## src/rtl/pwm_pkg.sv

```systemverilog
// pwm_pkg: shared channel state type and default timing parameters for PWM capture/generation.
package pwm_pkg;
    typedef enum logic [1:0] {IDLE, HIGH, LOW} state_e;
    localparam int unsigned N_DEF   = 50;
    localparam int unsigned NW_DEF  = 6;
    localparam int unsigned NUM_DEF = 999_999_999;
endpackage

```

## src/rtl/pwm_meas.sv

```systemverilog
// pwm_meas: one capture channel -- synchronizer, edge detect, IDLE/HIGH/LOW FSM,
// tick counters and published high-time/period registers.
module pwm_meas
    import pwm_pkg::*;
#(
    parameter logic [31:0] NUM = NUM_DEF
) (
    input  logic        clk_i,
    input  logic        rst_ni,
    input  logic        en_i,
    input  logic        tick_i,
    input  logic        x_i,
    output logic [31:0] h_o,
    output logic [31:0] p_o,
    output logic        vld_o,
    output logic        to_o
);
    // sync_q = {delay, sync2, sync1}
    logic [2:0]  sync_q;
    state_e      state_q, state_d;
    logic [31:0] hc_q, hc_d, pc_q, pc_d, pend_q, pend_d, h_q, h_d, p_q, p_d;
    logic        vld_q, vld_d, to_q, to_d;
    logic        rise, fall;
    logic [31:0] inc;
    assign rise = sync_q[1] & ~sync_q[2];
    assign fall = ~sync_q[1] & sync_q[2];
    assign inc  = {31'b0, tick_i};
    always_ff @(posedge clk_i or negedge rst_ni) begin
        if (!rst_ni) begin
            sync_q  <= '0;
            state_q <= IDLE;
            hc_q    <= '0;
            pc_q    <= '0;
            pend_q  <= '0;
            h_q     <= '0;
            p_q     <= '0;
            vld_q   <= 1'b0;
            to_q    <= 1'b0;
        end else begin
            sync_q  <= {sync_q[1:0], x_i};
            state_q <= state_d;
            hc_q    <= hc_d;
            pc_q    <= pc_d;
            pend_q  <= pend_d;
            h_q     <= h_d;
            p_q     <= p_d;
            vld_q   <= vld_d;
            to_q    <= to_d;
        end
    end
    // The edge cycle belongs to the new interval, so restarts load the current tick.
    always_comb begin
        state_d = state_q;
        hc_d    = hc_q;
        pc_d    = pc_q;
        pend_d  = pend_q;
        h_d     = h_q;
        p_d     = p_q;
        vld_d   = 1'b0;
        to_d    = 1'b0;
        if (!en_i) begin
            state_d = IDLE;
            hc_d    = '0;
            pc_d    = '0;
        end else if (state_q != IDLE && pc_q == NUM) begin
            state_d = IDLE;
            hc_d    = '0;
            pc_d    = '0;
            to_d    = 1'b1;
        end else begin
            case (state_q)
                IDLE: if (rise) begin
                    state_d = HIGH;
                    hc_d    = inc;
                    pc_d    = inc;
                end
                HIGH: begin
                    pc_d = pc_q + inc;
                    hc_d = fall ? hc_q : hc_q + inc;
                    if (fall) begin
                        state_d = LOW;
                        pend_d  = hc_q;
                    end
                end
                LOW: begin
                    pc_d = rise ? inc : pc_q + inc;
                    if (rise) begin
                        state_d = HIGH;
                        hc_d    = inc;
                        h_d     = pend_q;
                        p_d     = pc_q;
                        vld_d   = 1'b1;
                    end
                end
                default: state_d = IDLE;
            endcase
        end
    end
    assign h_o   = h_q;
    assign p_o   = p_q;
    assign vld_o = vld_q;
    assign to_o  = to_q;
endmodule

```

## src/rtl/pwm_capture.sv

```systemverilog
// pwm_capture: four-channel PWM high-time/period capture sharing one tick prescaler.
module pwm_capture
    import pwm_pkg::*;
#(
    parameter int unsigned N   = N_DEF,
    parameter int unsigned NW  = NW_DEF,
    parameter int unsigned NUM = NUM_DEF
) (
    input  logic        clk,
    input  logic        reset_n,
    input  logic        en,
    input  logic [3:0]  x,
    output logic [31:0] h0,
    output logic [31:0] h1,
    output logic [31:0] h2,
    output logic [31:0] h3,
    output logic [31:0] p0,
    output logic [31:0] p1,
    output logic [31:0] p2,
    output logic [31:0] p3,
    output logic [3:0]  vld,
    output logic [3:0]  to
);
    logic [NW-1:0] cnt_q, cnt_d;
    logic          tick_q, tick_d;
    logic [31:0]   h_w [4];
    logic [31:0]   p_w [4];
    assign tick_d = cnt_q == NW'(N - 1);
    assign cnt_d  = tick_d ? '0 : cnt_q + NW'(1);
    always_ff @(posedge clk or negedge reset_n) begin
        if (!reset_n) begin
            cnt_q  <= '0;
            tick_q <= 1'b0;
        end else begin
            cnt_q  <= cnt_d;
            tick_q <= tick_d;
        end
    end
    for (genvar i = 0; i < 4; i++) begin : g_ch
        pwm_meas #(.NUM(32'(NUM))) u_meas (
            .clk_i (clk),
            .rst_ni(reset_n),
            .en_i  (en),
            .tick_i(tick_q),
            .x_i   (x[i]),
            .h_o   (h_w[i]),
            .p_o   (p_w[i]),
            .vld_o (vld[i]),
            .to_o  (to[i])
        );
    end
    assign h0 = h_w[0];
    assign h1 = h_w[1];
    assign h2 = h_w[2];
    assign h3 = h_w[3];
    assign p0 = p_w[0];
    assign p1 = p_w[1];
    assign p2 = p_w[2];
    assign p3 = p_w[3];
endmodule
```

## config.mk

```make
export PLATFORM = sky130hd
export DESIGN_NAME = pwm_capture
export DESIGN_NICKNAME = d
export VERILOG_FILES = /design/src/rtl/pwm_pkg.sv /design/src/rtl/pwm_meas.sv /design/src/rtl/pwm_capture.sv
export SDC_FILE = /design/constraint.sdc
export NUM_CORES = 1
export LEC_CHECK = 0
export ABC_AREA = 1
export CELL_PAD_IN_SITES_DETAIL_PLACEMENT = 0
export CELL_PAD_IN_SITES_GLOBAL_PLACEMENT = 1
export CORE_MARGIN = 3
export CORE_UTILIZATION = 47
export DETAILED_ROUTE_END_ITERATION = 10
export PLACE_DENSITY_LB_ADDON = 0.15
export SYNTH_ARGS = -nofsm -noshare
export SYNTH_HDL_FRONTEND = slang
export SYNTH_SLANG_ARGS = --single-unit
```

## constraint.sdc

```tcl
create_clock -name clk -period 6.46 [get_ports clk]
set_input_delay 1.292 -clock clk [delete_from_list [all_inputs] [get_ports clk]]
set_output_delay 1.292 -clock clk [all_outputs]
set_load 0.02 [all_outputs]
```

Yosys cells after proc, flatten, opt, wreduce, memory -nomap -nowiden. Cells that the tools add are included.

Bits in registers: 675. Latch bits: 0. Bits in writable memories: 0. Memory bits (read-only): 0. Input port bits: 7. Output and inout bits: 264. Word-level logic and storage cells: 221. Memories: 0.

$add $sub $neg: 9. Multipliers: 0. Div/mod/pow operators: 0. Order comparisons: 0. Equal/unequal tests: 37. Shift-type cells: 0. Muxes and demuxes: 81. Bitwise gates (word level): 20. Reduce and logical (&&, ||, !) cells: 36.

Operator list (count): $mux W32 (28); $pmux W32 S3 (4); $add A32 B1 Y32 (8); $pmux W32 S2 (4); $eq A32 B30 Y1 const B (4); $ne A4 B2 Y1 const B (16); $mux W2 (16); $reduce_and A4 Y1 (8); $mux W1 (24); $ne A5 B1 Y1 const B (4); $ne A4 B4 Y1 const B (4); $pmux W2 S2 (4); $reduce_and A2 Y1 (8); $not A1 Y1 (12); $reduce_and A3 Y1 (4); $and A1 B1 Y1 (8); $eq A2 B1 Y1 const B (4); $eq A2 B2 Y1 const B (4); $logic_not A2 Y1 (4); $reduce_bool A2 Y1 (4); $reduce_or A2 Y1 (4); $add A6 B1 Y6 const B (1); $eq A6 B6 Y1 const B (1); $mux W6 (1); $logic_and A1 B1 Y1 (4).

Logic depth before layout (Yosys ltp). Gate-level depths: netlist (run 1).

Depth in word-level cells: 6. Gate-level depth with buffers: 13. Depth with buffers taken out: 13.

Modules after synthesis. From an unflattened synthesis (run 1), not the netlist that was laid out.

Cells, all modules: 4901. Area total of the unflattened synthesis: 35683.0 sq um.

Modules (own cells, without submodules): pwm_meas (g_ch[1].u_meas ...) (instances 2, cells an instance 1250, area an instance 8957.3 sq um, seq. area each 4179.0 sq um); pwm_meas (g_ch[3].u_meas) (instances 1, cells an instance 1260, area an instance 9034.9 sq um, seq. area each 4179.0 sq um); pwm_meas (g_ch[0].u_meas) (instances 1, cells an instance 1106, area an instance 8410.6 sq um, seq. area each 4179.0 sq um); pwm_capture (instances 1, cells an instance 35, area an instance 322.8 sq um, seq. area each 175.2 sq um).

Worst setup path after synthesis (run 1). OpenSTA, ideal clock, no wires.

Kind: input to register. Start: in en. End: reg g_ch[1].u_meas.pc_q[17]. Library setup time: 119 ps. Data arrival time: 2295 ps. Data required time: 6341 ps. Path slack: 4046 ps. Stages: 6. Buffers on the path: 2. Path through: buf_2 -> nand3_1 -> clkbuf_1 -> nand4_1 -> nand2_1 -> nor2_1.

Cells in the longest elaborated chain, start to end: 2. Elaborated cells on any way between the ends: 4. Classes of those cells: 2 x eq/ne; 1 x mux; 1 x reduce/logical.

RTL lines: start, declared (line pwm_capture.sv:11) `input logic en,`; $ne A5 B1 Y1 (no source line) or $ne A4 B2 Y1 (tied branches); $reduce_and A2 Y1 (no source line); end signal, assigned (line pwm_meas.sv:43) `pc_q <= pc_d;`; end, declared (line pwm_meas.sv:21) `logic [31:0] hc_q, hc_d, pc_q, pc_d, pend_q, pend_d, h_q, h_d, p_q, p_d;`.

Several ways; a longest one is shown, not always the timed one. A chain may end at the register's enable or synchronous reset.

Final worst setup path (run 1).
Start: in en. End: reg g_ch[0].u_meas.pc_q[17].

Cells in the longest elaborated chain, start to end: 2. Elaborated cells on any way between the ends: 4. Classes of those cells: 2 x eq/ne; 1 x mux; 1 x reduce/logical.

RTL lines (line): $ne A5 B1 Y1 (no source line) or $ne A4 B2 Y1 (tied branches); $reduce_and A2 Y1 (no source line); end signal, assigned (pwm_meas.sv:43); end, declared (pwm_meas.sv:21).

Several ways; a longest one is shown, not always the timed one.

==> results of run 1 <==
critical path: cells and delay by family:
family	cells	cell delay, ns
buf+inv	3	1.14
simple gates	3	1.80
power groups by stage:
stage | logic (mW) | registers [mW] | clock network (mW)
2_1_floorplan | 0.635 | 4.35 | 0
3_3_place_gp | 0.929 | 4.35 | 0
3_5_place_dp | 0.933 | 4.35 | 0
4_1_cts | 0.936 | 4.27 | 4.62
5_1_grt | 1.03 | 4.27 | 4.79
6_report | 0.925 | 4.27 | 4.50
path summary, 6_finish.rpt:
kind                                     startpoint                   endpoint  slack [ns]
setup / recovery                                 en    g_ch[0].u_meas.pc_q[17]        2.71
hold / removal             g_ch[3].u_meas.sync_q[0]   g_ch[3].u_meas.sync_q[1]        0.35
setup reg to reg             g_ch[1].u_meas.pc_q[6]     g_ch[1].u_meas.hc_q[8]        3.10
hold reg to reg            g_ch[3].u_meas.sync_q[0]   g_ch[3].u_meas.sync_q[1]        0.35
max in group asynchronous                   reset_n  g_ch[2].u_meas.pend_q[27]        4.43
min in group asynchronous                   reset_n     g_ch[0].u_meas.pc_q[9]        0.65
cells in the final DEF (no fill, tap or decap), types with 6 or more instances in the layout:
master	netlist	routed
inv_2	11	11
nor2_2	8	9
nor3_1	119	119
nor4_1	12	12
xor2_1	27	27
or2_2	8	8
clkbuf_8	0	17
clkbuf_16	0	81
o21ai_0	360	359
clkbuf_1	73	21
nor2_1	542	541
nand2_1	1683	1683
o21ai_1	21	22
nand3_2	7	9
inv_1	457	457
dfrtp_1	675	675
clkinv_2	0	8
nand3_1	438	436
ha_1	34	34
bufinv_16	0	6
clkdlybuf4s50_1	0	268
a21oi_1	51	51
o21ai_2	17	17
buf_4	34	28
nand4_1	137	137
nand2_2	13	13
nand3b_1	12	12
flip-flops by register name, summed over array words and instances (netlist names):
signal               count
cnt_q                    6
g_ch.u_meas.h_o        128
g_ch.u_meas.hc_q       128
g_ch.u_meas.p_o        128
g_ch.u_meas.pc_q       128
g_ch.u_meas.pend_q     128
g_ch.u_meas.state_q      8
g_ch.u_meas.sync_q      12
g_ch.u_meas.to_o         4
g_ch.u_meas.vld_o        4
tick_q                   1
cell type report:
class	instances	area share, %
sequential	675	41.1
multi-input combinational	3514	38.1
timing repair buffer	301	7.26
clock buffer	119	5.69
inverter	470	4.29
tap	969	2.95
clock inverter	21	0.669
antenna	1	0.00608
metrics by stage:
| stage | utilization, % | std cells |
|---|---|---|
| floorplan | - | 4858 |
| global placement | 51.6 | 5929 |
| detailed placement | 51.6 | 5929 |
| CTS | 55.2 | 6069 |
| global route | 55.2 | 6069 |
| finish | 55.2 | 6070 |
layer usage:
metal / up-vias / routed length [um] / global-route usage [%]
met5: - / 0 / 0
met4: 0 / 2890 / 7.26
met3: 159 / 4560 / 3.79
met2: 668 / 47100 / 42.4
met1: 14700 / 46200 / 35.3
li1: 15800 / - / -
cells by family (layout without fill, tap and decap cells):
group	Yosys count	count (layout)	synth area share [%]
compound gates	452	452	6.62
xor+xnor	28	28	0.693
fa+ha+maj	34	34	1.20
buf+inv	669	911	8.14
flops	675	675	47.7
other cells	0	1	0
simple gates	3000	3000	35.6
==> results.toml, run 1 <==
[global_route]
antenna_found_initial = 1
grt_pass1_wl_um = 164000
grt_start_max_net_pins = 167
track_usage_pct = 25.7
grt_overflow = 0
grt_pass1_vias = 30200

[hold_path]
whs_path_depth = 0
hp-class = "reg2reg"

[final_layout]
area.sequential_um2 = 16900
syn_to_final_growth_pct = 16.2
multi_input_area_um2 = 15700
postLayoutCellArea_um2 = 41100
fillers = 7396
fin_nets = 5080
drive_above_1_share_pct = 4.57

[detailed_routing]
wl_um = 101000
drtPass1Iterations = 5
antenna_left = 0
wire_per_inst_um = 16.6
drc = 0
viasPerCell = 5.17
drtIter0Drc = 2351
vias = 31400

[timing]
slew_headroom_pct = 26.6
setup_slack_ns = 2.71
worst_slew_pin_slew_ns = 1.10
clock.fmax_mhz = 267
grt_setup_unrepaired = "no"
period_needed_ns = 3.75
hold_ws_ns = 0.350
finalCritPeriodShare_pct = 58.1
setup_viol = 0
slew_viol_final = 0
hold_viol = 0
fin_setup_tns_ns = 0
skew_ns = 0.0190

[yosys]
ys_seq_area_share_pct = 47.7
synth-seq-cells = 675
synthTopCellsByCount = "nand2_1, dfrtp_1, nor2_1, inv_1, nand3_1"
synth_area_per_cell_um2 = 7.29
synth_flop_cell = "dfrtp_1"
synth_edf_count = 0
synth_top_area_share_pct = 47.7
synth_area_um2 = 35400
yosys.cell_types.count = 40
synth.most_common_cell = "nand2_1"
synth_top_area_cell = "dfrtp_1"
synth.net_count = 4899
syn_inst = 4858
synthArstFlopShare_pct = 100
ys_top_cells_by_area = "dfrtp_1, nand2_1, nand3_1"
yosys_warnings = 0

[clock_tree]
cts_setup_buffers = 0
clk_latency_ns = 0.62
cts_hold_buf = 0
numClockSinks = 675
clkTransAtPathRegs_ns = 0.06
clockBufferDepth = 3
clock-root-buffer = "clkbuf_16"
cts.repair.resized = 0
cts_htree_levels = 3
tritoncts = "built"
cts-buffers-inserted = 77

[power_and_ir_drop]
p_sw_share_pct = 26.4
leakagePower_nw = 18.8
power_mw = 9.70
vdd_drop_max_mv = 0.199
net-switching-power_mw = 2.56
p_int_mw = 7.15
power_frac_seq_pct = 44.0
powerDensity_nw_per_um2 = 236
power_frac_comb_pct = 9.5
p_clk_share_pct = 46.4

[die]
die_y_um = 280
core_area_um2 = 74600
rows = 100
start_util_pct = 47.5
io_pins = 271
die_w_um = 280
dieArea_um2 = 78700

[setup_path]
critPathLaunchType = "primary input"
crit_path_top_delay_cell = "nand3_1"
worst-r2r-cell-count = 11
crit_chain = "buf_4 -> buf_4 -> nand3_1 -> nand3_1 -> inv_1 -> nor2_1"
timing.critical_path.arrival_ns = 4.28
setup.worst_path.end_class = "flop"
slowest_delay_ns = 0.83
worstPathMaxFanout = 42
cp.required_ns = 6.99
crit_type = "in2reg"

[place]
post_dp_cell_area_um2 = 38500
gp_congestion = 0.924
preCtsSetupSlack_ns = 2.11
placement.io_buffers = 270
dpl.hpwl_um = 71400

[outcome]
status = "complete, no violations"

[run]
drv_cap = 0
Note: power is estimated with default switching activity, not from simulation.
==> run 2, diff against run 1 <==
--- a/config.mk
+++ b/config.mk
@@ -9,7 +9,7 @@
 export CELL_PAD_IN_SITES_DETAIL_PLACEMENT = 0
 export CELL_PAD_IN_SITES_GLOBAL_PLACEMENT = 1
 export CORE_MARGIN = 3
-export CORE_UTILIZATION = 47
+export CORE_UTILIZATION = 43
 export DETAILED_ROUTE_END_ITERATION = 10
 export PLACE_DENSITY_LB_ADDON = 0.15
 export SYNTH_ARGS = -nofsm -noshare
==> constraint.sdc (replaced) <==
create_clock -name clk -period 3.8 [get_ports clk]
set_input_delay 0.76 -clock clk [delete_from_list [all_inputs] [get_ports clk]]
set_output_delay 0.76 -clock clk [all_outputs]
set_load 0.02 [all_outputs]
==> run 2 against run 1 <==
Effect of this change: core utilization decreased by 3.6 points; flip-flop and latch count stayed put; via count increased by 0.61%; setup slack worse by 1.8 ns; sequential share of layout area decreased by 0.63 points; critical path depth is 4 higher; worst hold slack got worse by 0.23 ns; cell count up 2.1%; register-to-register slack got worse by 2.2 ns.
==> results.toml, run 2 (synthesis results as in run 1) <==
[power_and_ir_drop]
powerDensity_nw_per_um2 = 404
p_sw_share_pct = 26.6
leakagePower_nw = 19.1
power_frac_comb_pct = 9.8
p_clk_share_pct = 47.1
power_frac_seq_pct = 43.1
p_int_mw = 12.4
net-switching-power_mw = 4.48
vdd_drop_max_mv = 0.342

[setup_path]
r2r_start = "g_ch[2].u_meas.pc_q[24]"
timing.critical_path.arrival_ns = 3.35
crit_type = "reg2reg"
worst-r2r-cell-count = 10
r2r_end = "g_ch[2].u_meas.p_o[10]"
setup.worst_path.end_class = "flop"
crit_chain = "nand2_1 -> nor2_1 -> nand2_1 -> nor2_1 -> nand3_4 -> nand2_2 -> inv_2 -> nand2_4 -> buf_4 -> o21ai_0"
critPathLaunchType = "flop"
cp.required_ns = 4.24
rrSetupSlack_ns = 0.89
slowest_delay_ns = 0.68
worstPathMaxFanout = 96
crit_path_top_delay_cell = "buf_4"

[timing]
period_needed_ns = 2.91
clock.fmax_mhz = 344
setup_viol = 0
hold_viol = 0
skew_ns = 0.0300
grt_setup_unrepaired = "no"
finalCritPeriodShare_pct = 76.5
worst_slew_pin_slew_ns = 1.00
fin_setup_tns_ns = 0
slew_viol_final = 0
setup_slack_ns = 0.894
slew_headroom_pct = 33.0

[hold_path]
hp-class = "in2async"

[final_layout]
fin_nets = 5117
mostFrequentLayoutCells = "nand2_1, dfrtp_1, nor2_1"
layout.cells.most_common = "nand2_1"
fillers = 8123
postLayoutCellArea_um2 = 41800
instances_no_fill = 6200
syn_to_final_growth_pct = 18.0
drive_above_1_share_pct = 5.55

[clock_tree]
cts_hold_buf = 0
clock-root-buffer = "clkbuf_16"
tritoncts = "built"
cts-buffers-inserted = 78
clkTransAtPathRegs_ns = 0.06
clockBufferDepth = 3
clk_latency_ns = 0.62
numClockSinks = 675
cts.repair.resized = 0
cts_htree_levels = 3
cts_setup_buffers = 0

[run]
drv_cap = 0

[die]
rows = 104
die_w_um = 293
start_util_pct = 43.7
dieArea_um2 = 85800
die_y_um = 293
io_pins = 271
core_area_um2 = 81100

[place]
preCtsSetupSlack_ns = 0.918
place_inst = 6056
post_dp_cell_area_um2 = 39000
dpl.hpwl_um = 75200
gp_congestion = 0.893
placement.io_buffers = 270

[detailed_routing]
antenna_left = 0
vias = 31600
wl_um = 103000
viasPerCell = 5.09
wire_per_inst_um = 16.7
drtPass1Iterations = 6
drtIter0Drc = 2059
drc = 0

[global_route]
track_usage_pct = 24.0
grt_overflow = 0
grt_pass1_vias = 30400
antenna_found_initial = 2
grt_pass1_wl_um = 168000
grt_start_max_net_pins = 97

[outcome]
status = "complete, no violations"
==> run 2: layer usage <==
layer / part of all wire (%) / up-vias / track usage, %
li1: - / 15900 / -
met1: 47 / 14800 / 33.2
met2: 47 / 684 / 39.7
met3: 4.3 / 144 / 3.07
met4: 2.5 / 2 / 6.96
met5: 0.0077 / - / 0
==> run 2: stage by stage <==
step | util (%) | total power, mW | hold slack (ns)
CTS | 51.5 | 17.1 | 0.134
floorplan | - | 8.47 | 0.331
global placement | 48.1 | 9.06 | 0.332
finish | 51.5 | 16.9 | 0.117
detailed placement | 48.1 | 9.06 | 0.335
global route | 51.5 | 17.5 | 0.127
==> run 2: worst max-delay path by stage <==
stage,start,endpoint,slack (ns),cells past startpoint
6_report,g_ch[2].u_meas.pc_q[24],g_ch[2].u_meas.p_o[10],0.89,10
5_1_grt,g_ch[2].u_meas.pc_q[24],g_ch[2].u_meas.p_o[26],0.55,10
2_1_floorplan,tick_q,g_ch[3].u_meas.hc_q[14],1.68,11
3_5_place_dp,g_ch[2].u_meas.pc_q[24],g_ch[2].u_meas.p_o[8],0.92,10
4_1_cts,g_ch[2].u_meas.pc_q[24],g_ch[2].u_meas.p_o[10],0.86,10
3_3_place_gp,g_ch[2].u_meas.pc_q[24],g_ch[2].u_meas.p_o[19],1.0,10
==> run 2: power groups by stage <==
stage	sequential, mW	combinational (mW)	clock, mW
after floorplan	7.39	1.08	0
final	7.26	1.66	7.93
after CTS	7.26	1.67	8.15
after global placement	7.39	1.67	0
after global routing	7.26	1.85	8.43
after detailed placement	7.39	1.67	0
==> run 2: cell type report <==
class / instances / area, um2 / area share [%]
tap: 1060 / 1330 / 3.18
multi-input combinational: 3514 / 15700 / 37.5
sequential: 675 / 16900 / 40.4
antenna: 1 / 2.50 / 0.00599
timing repair buffer: 337 / 3380 / 8.10
clock buffer: 108 / 2320 / 5.55
clock inverter: 35 / 425 / 1.02
inverter: 470 / 1760 / 4.22
==> run 2: worst max-delay path: cells and delay by family, from the launching register on <==
kind,cells,cell delay [ns]
buffers and inverters,2,0.82
AND/OR/NAND/NOR,7,1.22
flip-flops,1,0.44
AO/OA/AOI/OAI,1,0.21
==> run 3, diff against run 2 <==
==> constraint.sdc (replaced) <==
create_clock -name clk -period 2.8 [get_ports clk]
set_input_delay 0.56 -clock clk [delete_from_list [all_inputs] [get_ports clk]]
set_output_delay 0.56 -clock clk [all_outputs]
set_load 0.02 [all_outputs]
==> run 3 against run 2 <==
Effect of this change: flip-flop and latch count unchanged; global-route usage grew 0.20 points; register-to-register slack worse by 0.55 ns; die area unchanged; clock skew fell by 0.011 ns; critical path depth grew 2; total power is 37% higher; via count is 0.57% higher; sequential power rose by 36%; worst hold slack better by 0.24 ns; largest cell class unchanged.
==> results.toml, run 3 (synthesis results as in run 1) <==
[setup_path]
cp.required_ns = 3.32
timing.critical_path.arrival_ns = 2.97
critPathLaunchType = "flop"
setup.worst_path.end_class = "flop"
crit_type = "reg2reg"
worstPathMaxFanout = 17

[global_route]
antenna_found_initial = 1
grt_start_max_net_pins = 106
track_usage_pct = 24.2
grt_pass1_wl_um = 169000
grt_overflow = 0
grt_pass1_vias = 30800

[timing]
grt_setup_unrepaired = "no"
skew_ns = 0.0189
worst_slew_pin_slew_ns = 0.654
fin_setup_tns_ns = 0
clock.fmax_mhz = 407
slew_viol_final = 0
hold_viol = 0
period_needed_ns = 2.46
setup_viol = 0
finalCritPeriodShare_pct = 87.8
slew_headroom_pct = 56.1

[clock_tree]
tritoncts = "built"
cts_setup_buffers = 0
clockBufferDepth = 3
cts_htree_levels = 3
numClockSinks = 675
cts-buffers-inserted = 82
clk_latency_ns = 0.65
clkTransAtPathRegs_ns = 0.06
clock-root-buffer = "clkbuf_16"

[final_layout]
syn_to_final_growth_pct = 19.3
mostFrequentLayoutCells = "nand2_1, dfrtp_1, nor2_1"
utilization_pct = 52.1
layout.cells.most_common = "nand2_1"
antenna_cells = 0
drive_above_1_share_pct = 6.40
fin_nets = 5164

[run]
drv_cap = 0

[detailed_routing]
drtIter0Drc = 2244
antenna_left = 0
wire_per_inst_um = 16.7
viasPerCell = 5.08
drc = 0
wl_um = 104000
vias = 31700
drtPass1Iterations = 5

[power_and_ir_drop]
power_mw = 23.1
vdd_drop_max_mv = 0.487
leakagePower_nw = 19.4
powerDensity_nw_per_um2 = 546

[place]
dpl.hpwl_um = 75900
placement.io_buffers = 270
gp_congestion = 0.916

[die]
start_util_pct = 43.7
die_w_um = 293
core_area_um2 = 81100
rows = 104
dieArea_um2 = 85800
io_pins = 271
die_y_um = 293

[hold_path]
hp-class = "reg2reg"

[outcome]
status = "complete, no violations"
run 3: cell type report:
cell class	instances	area, um2
Timing Repair Buffer	380	3820
Multi-Input combinational cell	3514	15700
Inverter	470	1760
Sequential cell	675	16900
Clock inverter	39	438
Clock buffer	110	2350
Fill cell	8150	38800
Tap cell	1060	1330
run 3: layer usage:
| layer | routed length [um] | track usage [%] | up-vias |
|---|---|---|---|
| met2 | 48700 | 39.9 | 670 |
| met3 | 4750 | 3.29 | 169 |
| li1 | - | - | 16000 |
| met1 | 47600 | 33.4 | 14900 |
| met5 | 8 | 0 | - |
| met4 | 3090 | 7.27 | 2 |
run 3: report_power, final:
part           switching [mW]  leakage (nW)  internal [mW]  total, mW
combinational            1.82          8.63          0.522       2.34
clock                    4.44          1.38           6.41       10.9
sequential             0.0457          9.39           9.81       9.86
total                    6.31          19.4           16.7       23.1
run 3: final timing paths:
path / slack [ns] / end / cells after the start / from
max in group asynchronous: 1.44 / g_ch[2].u_meas.hc_q[28] / 3 / reset_n
min in group asynchronous: 0.42 / g_ch[0].u_meas.pc_q[21] / 2 / reset_n
hold / removal: 0.36 / g_ch[0].u_meas.sync_q[1] / 0 / g_ch[0].u_meas.sync_q[0]
setup / recovery: 0.34 / g_ch[0].u_meas.hc_q[19] / 12 / g_ch[0].u_meas.pc_q[18]
hold reg to reg: 0.36 / g_ch[0].u_meas.sync_q[1] / 0 / g_ch[0].u_meas.sync_q[0]
setup reg to reg: 0.34 / g_ch[0].u_meas.hc_q[19] / 12 / g_ch[0].u_meas.pc_q[18]
run 3: through the flow:
| step | cells | hold WS [ns] | cell area [um2] | setup WS, ns |
|---|---|---|---|---|
| after floorplan | 4858 | 0.264 | 35400 | 0.679 |
| after global placement | 6098 | 0.334 | 39400 | 0.394 |
| after detailed placement | 6098 | 0.347 | 39400 | 0.379 |
| after CTS | 6248 | 0.320 | 42200 | 0.358 |
| after global routing | 6248 | 0.340 | 42200 | 0.134 |
| final | 6248 | 0.356 | 42200 | 0.342 |
run 3: what timing repair did:
action,CTS,global route
setup endpoints to repair,0,0
hold buffers,1,0
endpoints found under the hold margin,31,0
gates resized for setup,0,0
run 3: critical path, stage by stage (launching register included):
cell and delay [ns]:
dfrtp_1 0.39, inv_1 0.15, nand2_1 0.07, nor2_1 0.16, nand2_1 0.09, nor2_1 0.24
nand3_2 0.16, buf_4 0.24, nand3_2 0.33, o21ai_0 0.18, buf_4 0.23, nand2_1 0.07
a21oi_1 0.04
